--- src/rtl/adder_4_err_monitor.sv ---
// Error monitor for a 4-bit approximate adder: compares the approximate
// result against the exact sum over NSAMP accepted samples and accumulates
// error count, maximum absolute error, summed absolute error and summed
// Hamming distance.
//
// state   | meaning
// --------+--------------------------------------------------------------
// S_IDLE  | waiting for start after reset; statistics hold
// S_RUN   | accepting samples until NSAMP have been taken
// S_DRAIN | no more acceptance; letting the last sample reach the totals
// S_DONE  | results final and held; start begins a fresh run
module adder_4_err_monitor #(
    parameter int NSAMP = 256
) (
    input  logic        clk,
    input  logic        rst,
    input  logic        start,
    input  logic        in_valid,
    output logic        in_ready,
    input  logic [3:0]  in_a,
    input  logic [3:0]  in_b,
    input  logic        in_cin,
    input  logic [4:0]  in_approx,
    output logic        busy,
    output logic        done,
    output logic [15:0] err_count,
    output logic [4:0]  max_abs_err,
    output logic [20:0] sum_abs_err,
    output logic [18:0] sum_hd
);

    typedef enum logic [1:0] {
        S_IDLE  = 2'd0,
        S_RUN   = 2'd1,
        S_DRAIN = 2'd2,
        S_DONE  = 2'd3
    } state_t;

    // Counter value at which the acceptance being taken is the last one.
    localparam logic [15:0] LP_LAST = 16'(NSAMP - 1);

    state_t      r_state;
    logic        r_in_ready;
    logic        r_busy;
    logic        r_done;
    logic [15:0] r_count;

    logic        r_s1_valid;
    logic [4:0]  r_s1_abs;
    logic [2:0]  r_s1_hd;

    logic [15:0] r_err_count;
    logic [4:0]  r_max_abs_err;
    logic [20:0] r_sum_abs_err;
    logic [18:0] r_sum_hd;

    logic        w_accept;
    logic        w_clear;
    logic [4:0]  w_exact;
    logic [4:0]  w_abs;
    logic [4:0]  w_diff;
    logic [2:0]  w_hd;

    assign w_accept = in_valid & r_in_ready;
    assign w_clear  = start & ((r_state == S_IDLE) | (r_state == S_DONE));

    // Exact reference sum, absolute error and bitwise distance of the current sample.
    always_comb begin
        w_exact = {1'b0, in_a} + {1'b0, in_b} + {4'b0000, in_cin};
        w_abs   = (in_approx >= w_exact) ? (in_approx - w_exact) : (w_exact - in_approx);
        w_diff  = in_approx ^ w_exact;
        w_hd    = {2'b00, w_diff[0]} + {2'b00, w_diff[1]} + {2'b00, w_diff[2]}
                + {2'b00, w_diff[3]} + {2'b00, w_diff[4]};
    end

    // Run sequencing: sample counting, drain and registered status outputs.
    always_ff @(posedge clk or posedge rst) begin
        if (rst) begin
            r_state    <= S_IDLE;
            r_in_ready <= 1'b0;
            r_busy     <= 1'b0;
            r_done     <= 1'b0;
            r_count    <= '0;
        end else begin
            case (r_state)
                S_IDLE, S_DONE: begin
                    if (start) begin
                        r_state    <= S_RUN;
                        r_in_ready <= 1'b1;
                        r_busy     <= 1'b1;
                        r_done     <= 1'b0;
                        r_count    <= '0;
                    end
                end
                S_RUN: begin
                    if (w_accept) begin
                        r_count <= r_count + 16'd1;
                        if (r_count == LP_LAST) begin
                            r_state    <= S_DRAIN;
                            r_in_ready <= 1'b0;
                        end
                    end
                end
                S_DRAIN: begin
                    // Stage 1 empties one edge into the drain; the totals are final one edge later.
                    if (!r_s1_valid) begin
                        r_state <= S_DONE;
                        r_busy  <= 1'b0;
                        r_done  <= 1'b1;
                    end
                end
                default: begin
                    r_state    <= S_IDLE;
                    r_in_ready <= 1'b0;
                    r_busy     <= 1'b0;
                    r_done     <= 1'b0;
                end
            endcase
        end
    end

    // Stage 1: capture per-sample error metrics at the acceptance edge.
    always_ff @(posedge clk or posedge rst) begin
        if (rst) begin
            r_s1_valid <= 1'b0;
            r_s1_abs   <= '0;
            r_s1_hd    <= '0;
        end else begin
            r_s1_valid <= w_accept;
            if (w_accept) begin
                r_s1_abs <= w_abs;
                r_s1_hd  <= w_hd;
            end
        end
    end

    // Stage 2: fold stage-1 metrics into the running statistics.
    always_ff @(posedge clk or posedge rst) begin
        if (rst) begin
            r_err_count   <= '0;
            r_max_abs_err <= '0;
            r_sum_abs_err <= '0;
            r_sum_hd      <= '0;
        end else if (w_clear) begin
            r_err_count   <= '0;
            r_max_abs_err <= '0;
            r_sum_abs_err <= '0;
            r_sum_hd      <= '0;
        end else if (r_s1_valid) begin
            if (r_s1_abs != 5'd0) begin
                r_err_count <= r_err_count + 16'd1;
            end
            if (r_s1_abs > r_max_abs_err) begin
                r_max_abs_err <= r_s1_abs;
            end
            r_sum_abs_err <= r_sum_abs_err + {16'd0, r_s1_abs};
            r_sum_hd      <= r_sum_hd + {16'd0, r_s1_hd};
        end
    end

    assign in_ready    = r_in_ready;
    assign busy        = r_busy;
    assign done        = r_done;
    assign err_count   = r_err_count;
    assign max_abs_err = r_max_abs_err;
    assign sum_abs_err = r_sum_abs_err;
    assign sum_hd      = r_sum_hd;

endmodule
--- config.mk ---
export PLATFORM = sky130hd
export DESIGN_NAME = adder_4_err_monitor
export DESIGN_NICKNAME = d
export VERILOG_FILES = /design/src/rtl/adder_4_err_monitor.sv
export SDC_FILE = /design/constraint.sdc
export NUM_CORES = 1
export LEC_CHECK = 0
export BUFFER_PORTS_ARGS = -buffer_cell sky130_fd_sc_hd__buf_2
export CAP_MARGIN = 5
export CORE_ASPECT_RATIO = 1.75
export CORE_MARGIN = 3
export CORE_UTILIZATION = 50
export CTS_BUF_LIST = sky130_fd_sc_hd__clkbuf_8
export DETAILED_ROUTE_END_ITERATION = 6
export PLACE_DENSITY_LB_ADDON = 0.3
export SLEW_MARGIN = 30
export SYNTH_ARGS = -nofsm -noshare
export SYNTH_HDL_FRONTEND = slang
export SYNTH_SLANG_ARGS = --single-unit
--- constraint.sdc ---
create_clock -name clk -period 3.9 [get_ports clk]
set_input_delay 0.585 -clock clk [delete_from_list [all_inputs] [get_ports clk]]
set_output_delay 0.585 -clock clk [all_outputs]
set_load 0.03 [all_outputs]
# Word level (Yosys, flattened, before mapping)
# Cells that the tools add are included.
[totals] reg_bits=91 inputBits=18 output_inout_bits=64 elab_cells=80
[op_classes] addsub=12 order_cmp=2 eq_ne=8 mux=28 bitwise=4 n_reduce_logical=14
[op_table] cell="16-bit two-way mux" n=5
[op_table] cell="21-bit two-way mux" n=2
[op_table] cell="19-bit two-way mux" n=2
[op_table] cell="16-bit by 1-bit adder with 16-bit output (second input constant)" n=2
[op_table] cell="16-bit one-hot mux with 2 select lines" n=1
[op_table] cell="21-bit by 5-bit adder with 21-bit output" n=1
[op_table] cell="5-bit two-way mux" n=4
[op_table] cell="19-bit by 3-bit adder with 19-bit output" n=1
[op_table] cell="16-bit by 8-bit equality test with 1-bit output (second input constant)" n=1
[op_table] cell="2-bit nonzero test" n=5
[op_table] cell="5-bit subtractor" n=2
[op_table] cell="2-bit two-way mux" n=4
[op_table] cell="2-bit != test (second input constant)" n=4
[op_table] cell="4-bit AND reduction" n=2
[op_table] cell="3-bit by 1-bit adder with 3-bit output" n=2
[op_table] cell="1-bit two-way mux" n=6
[op_table] cell="1-bit one-hot mux with 2 select lines" n=3
[op_table] cell="2-bit one-hot mux with 3 select lines" n=1
[op_table] cell="3-bit AND reduction" n=2
[op_table] cell="4-bit by 4-bit adder with 5-bit output" n=1
[op_table] cell="5-bit by 1-bit adder with 5-bit output" n=1
[op_table] cell="5-bit greater-or-equal comparator" n=1
[op_table] cell="5-bit > comparator" n=1
[op_table] cell="5-bit nonzero test" n=1
[op_table] cell="10 further kinds" n=13

# Longest topological paths before layout
[depth] ltp_word=7 depth_mapped=12 depth_no_buf=12

# Worst setup path before layout
# Ideal clock, no wire load.
[synth_timing] kind="in2reg" start="input in_a[0]" end="register r_s1_hd[1]" setup_ns=0.127 arrival_time_ns=3.262 required_time_ns=3.773 slack_ns=0.511 cell_stages=11 n_path_buf=0 path_cell_list="fa_1 > inv_1 > fa_1 > inv_1 > ha_1 > fa_1 > inv_1 > fa_1 > ha_1 > nand2_1 > o21ai_0"
[synth_via] elab_chain_len=7
[synth_rtl] element="from (decl)" line="20" rtl="input logic [3:0] in_a,"
[synth_rtl] element="4-bit by 4-bit adder with 5-bit output *" line="69" rtl="w_exact = {1'b0, in_a} + {1'b0, in_b} + {4'b0000, in_cin};"
[synth_rtl] element="5-bit by 1-bit adder with 5-bit output *" line="69"
[synth_rtl] element="5-bit bitwise XOR *" line="71" rtl="w_diff = in_approx ^ w_exact;"
[synth_rtl] element="1-bit by 1-bit adder with 2-bit output" line="72" rtl="w_hd = {2'b00, w_diff[0]} + {2'b00, w_diff[1]} + {2'b00, w_diff[2]}"
[synth_rtl] element="2-bit by 1-bit adder with 3-bit output" line="72"
[synth_rtl] element="3-bit by 1-bit adder with 3-bit output" line="73" rtl="+ {2'b00, w_diff[3]} + {2'b00, w_diff[4]};"
[synth_rtl] element="3-bit by 1-bit adder with 3-bit output *" line="73"
[synth_rtl] element="via w_hd[1]" line="62" rtl="logic [2:0] w_hd;"
[synth_rtl] element="to (signal assigned)" line="132" rtl="r_s1_hd <= w_hd;"
[synth_rtl] element="to (decl)" line="50" rtl="logic [2:0] r_s1_hd;"
# The timed path passes the listed nets; every way through them passes the cells marked *.
# A chain may end at the register's enable or synchronous reset.

# Worst setup path after layout
# Ends and elaborated chain as after synthesis.

==> qor.txt <==
status -> finished clean
Leak -> 0.00298 µW
worst-case clock buffer depth -> 2
RSZ-0062 raised after global routing -> no
core box area -> 10400 µm²
Worst slew margin -> 0.558
H-tree Lvls -> 3
FF-to-FF End -> err_count[13]
worst skew pair latency -> 0.36 ns
Final Hold Viols -> 0
fmax -> 307 MHz
Worst Hold Class -> in -> async
GPL Wtd Cong -> 0.795
FF-to-FF setup slack -> 1.30 ns
Post-Syn Area -> 5350 µm²
largest net degree at the start of global routing -> 39
final net count -> 699
critical path type -> in -> reg
cts repair resizes -> 0
Power Density -> 548 nW/µm²
die area -> 12000 µm²
EDFF count, synth -> 0
io pins -> 82
Mapped Nets -> 619
1st-iter DRT viols -> 232
via count -> 4397
Post-CTS Setup Bufs -> 0
GRT Residual Overflow -> 0
Worst Setup End Kind -> register
wire length per cell -> 15.7 µm
Yosys Warn Count -> 0
Gate Count Post-Synth -> 562
number of I/O port buffers -> 81
Worst R2R Path Depth -> 6
sequential area share after synthesis -> 0.426
register bit count reported by yosys -> 91
worst slew pin tran -> 0.662 ns
number of distinct library cells after synthesis -> 56
# hold bufs at CTS -> 0
Setup TNS -> 0 ns
CTS buffer count -> 9
drt first pass iters -> 4
Reg2Reg Launch Point -> r_state[0]
Tmin final -> 3.25 ns
final setup fails -> 0
Most used DFF post-synth -> dfrtp_1
Final Core Density -> 0.584
CP arrival -> 3.48 ns
share of layout cells above drive strength 1 -> 0.168
routed vias/inst -> 5.68
Total Routing Usage GR -> 0.209
final worst path period share -> 0.835
site row count -> 49
Starting Density -> 0.516
diodes inserted -> 0
clock transition at the registers of the reported paths -> 0.08 ns
remaining antenna violation count after routing -> 0
syn_area_per_cell -> 9.52 µm²
vias in the first global route -> 4511
Max Cap Violations -> 0
post-route clock skew -> 0.0118 ns
Root Driver -> clkbuf_8
first-pass GRT wire length -> 20600 µm
maximum fanout along the worst path -> 4
initial antenna violation count -> 0
CTS Sinks -> 91
Max VDD drop -> 0.270 mV
TritonCTS clock tree -> done
Post-synth ARST share -> 1.00
Area growth syn-to-layout -> 13.1%
DRT Wirelength -> 12200 µm
die height -> 143 µm
Detailed Place HPWL -> 9210 µm
Worst EP required -> 4.13 ns
die extent in x -> 84.2 µm
Critical Path Start Type -> primary input
Residual DRC -> 0
fin. max-slew vios -> 0
-- cells in the final DEF, fill, tap and decap left out, types with 2 or more instances in the layout --
master and n:
a21o_1 7, buf_4 5, nor2b_1 7, fa_1 8, nor3_1 4, and3_1 6, a22oi_1 2, o21ai_1 6
and2_1 4, o221ai_1 2, nand3b_1 2, nor2_1 77, a211oi_1 6, a21oi_1 24, and4_1 5, o21ai_0 19
xnor2_1 18, nor4b_1 2, buf_2 81, ha_1 31, clkbuf_8 11, a31oi_1 2, or4_1 5, or3_1 9
nand4b_1 2, o21a_1 3, dfrtp_1 91, o211ai_1 4, inv_1 40, nand4_1 26, nor4_1 2, o2111ai_1 3
mux2i_1 14, o21bai_1 2, xor2_1 35, nand3_1 18, nand2_1 44
-- layout make-up --
type	instances	area, µm²
inverter	38	144
timing repair buffer	86	443
clock inverter	5	22.5
fill	924	4310
multi-input combinational	416	2850
tap	127	159
sequential	91	2280
clock buffer	11	151
-- synth_stat cells (8+ instances only) --
cell	count	area, µm²
a21oi_1	24	120
dfrtp_1	91	2280
fa_1	8	160
ha_1	31	388
inv_1	37	139
mux2i_1	14	140
nand2_1	44	165
nand3_1	18	90.1
nand4_1	26	163
nor2_1	77	289
o21ai_0	19	95.1
or3_1	9	56.3
xnor2_1	18	158
xor2_1	35	307
-- sequential cells by signal, summed over array words and instances, names as in the netlist, 2 cells and up --
name and count:
err_count 16, max_abs_err 5, r_count 16, r_s1_abs 5, r_s1_hd 3, r_state 2
sum_abs_err 21, sum_hd 19
-- how the worst max path moves through the flow --
stage	start	endpoint	slack (ns)	cells after the start
detailed placement	in_a[0]	r_s1_hd[1]	0.27	12
CTS	in_a[0]	r_s1_hd[1]	0.64	12
floorplan	in_a[0]	r_s1_hd[1]	0.51	11
global placement	in_a[0]	r_s1_hd[1]	0.31	12
global route	in_a[0]	r_s1_hd[1]	0.45	12
finish	in_a[0]	r_s1_hd[1]	0.65	12
-- where the power goes --
group / leakage [µW] / internal, µW / total, µW / switching, µW
clock: 0.000101 / 258 / 572 / 314
sequential: 0.00122 / 1090 / 1250 / 163
combinational: 0.00166 / 520 / 1490 / 970
total: 0.00298 / 1870 / 3310 / 1450
-- worst max-delay path, cell delays in order --
cell,delay (ns)
buf_2,0.11
fa_1,0.42
inv_1,0.08
fa_1,0.46
inv_1,0.13
ha_1,0.29
fa_1,0.52
inv_1,0.05
fa_1,0.41
ha_1,0.28
nand2_1,0.05
o21ai_0,0.08
-- kinds of logic (layout without fill, tap and decap cells) --
| kind of cell | count (synthesis) | after routing | share of synthesized area |
|---|---|---|---|
| simple gates | 219 | 219 | 0.203 |
| compound gates | 90 | 90 | 0.113 |
| fa+ha+maj | 39 | 39 | 0.102 |
| mux | 15 | 15 | 0.0283 |
| flops | 91 | 91 | 0.426 |
| buf+inv | 55 | 140 | 0.0414 |
| xor+xnor | 53 | 53 | 0.0867 |
-- stage by stage --
step           setup WS, ns  total power, µW  cell area (µm²)  instances  hold slack (ns)
4_1_cts               0.644             3350             6050        774            0.302
2_1_floorplan         0.511             2350             5350        562            0.450
3_3_place_gp          0.311             2690             5880        758            0.468
6_report              0.645             3310             6050        774            0.298
3_5_place_dp          0.266             2770             5880        758            0.474
5_1_grt               0.449             3570             6050        774            0.341
-- routing by layer --
metal / track usage / wire length, µm / part of all wire / vias to the layer above
met1: 0.221 / 4600 / 0.38 / 2162
li1: - / - / - / 2119
met5: 0 / 0 / 0 / -
met3: 0.0404 / 484 / 0.040 / 26
met4: 0.0873 / 350 / 0.029 / 0
met2: 0.400 / 6720 / 0.55 / 90
Power figures use the tool's default switching activity.
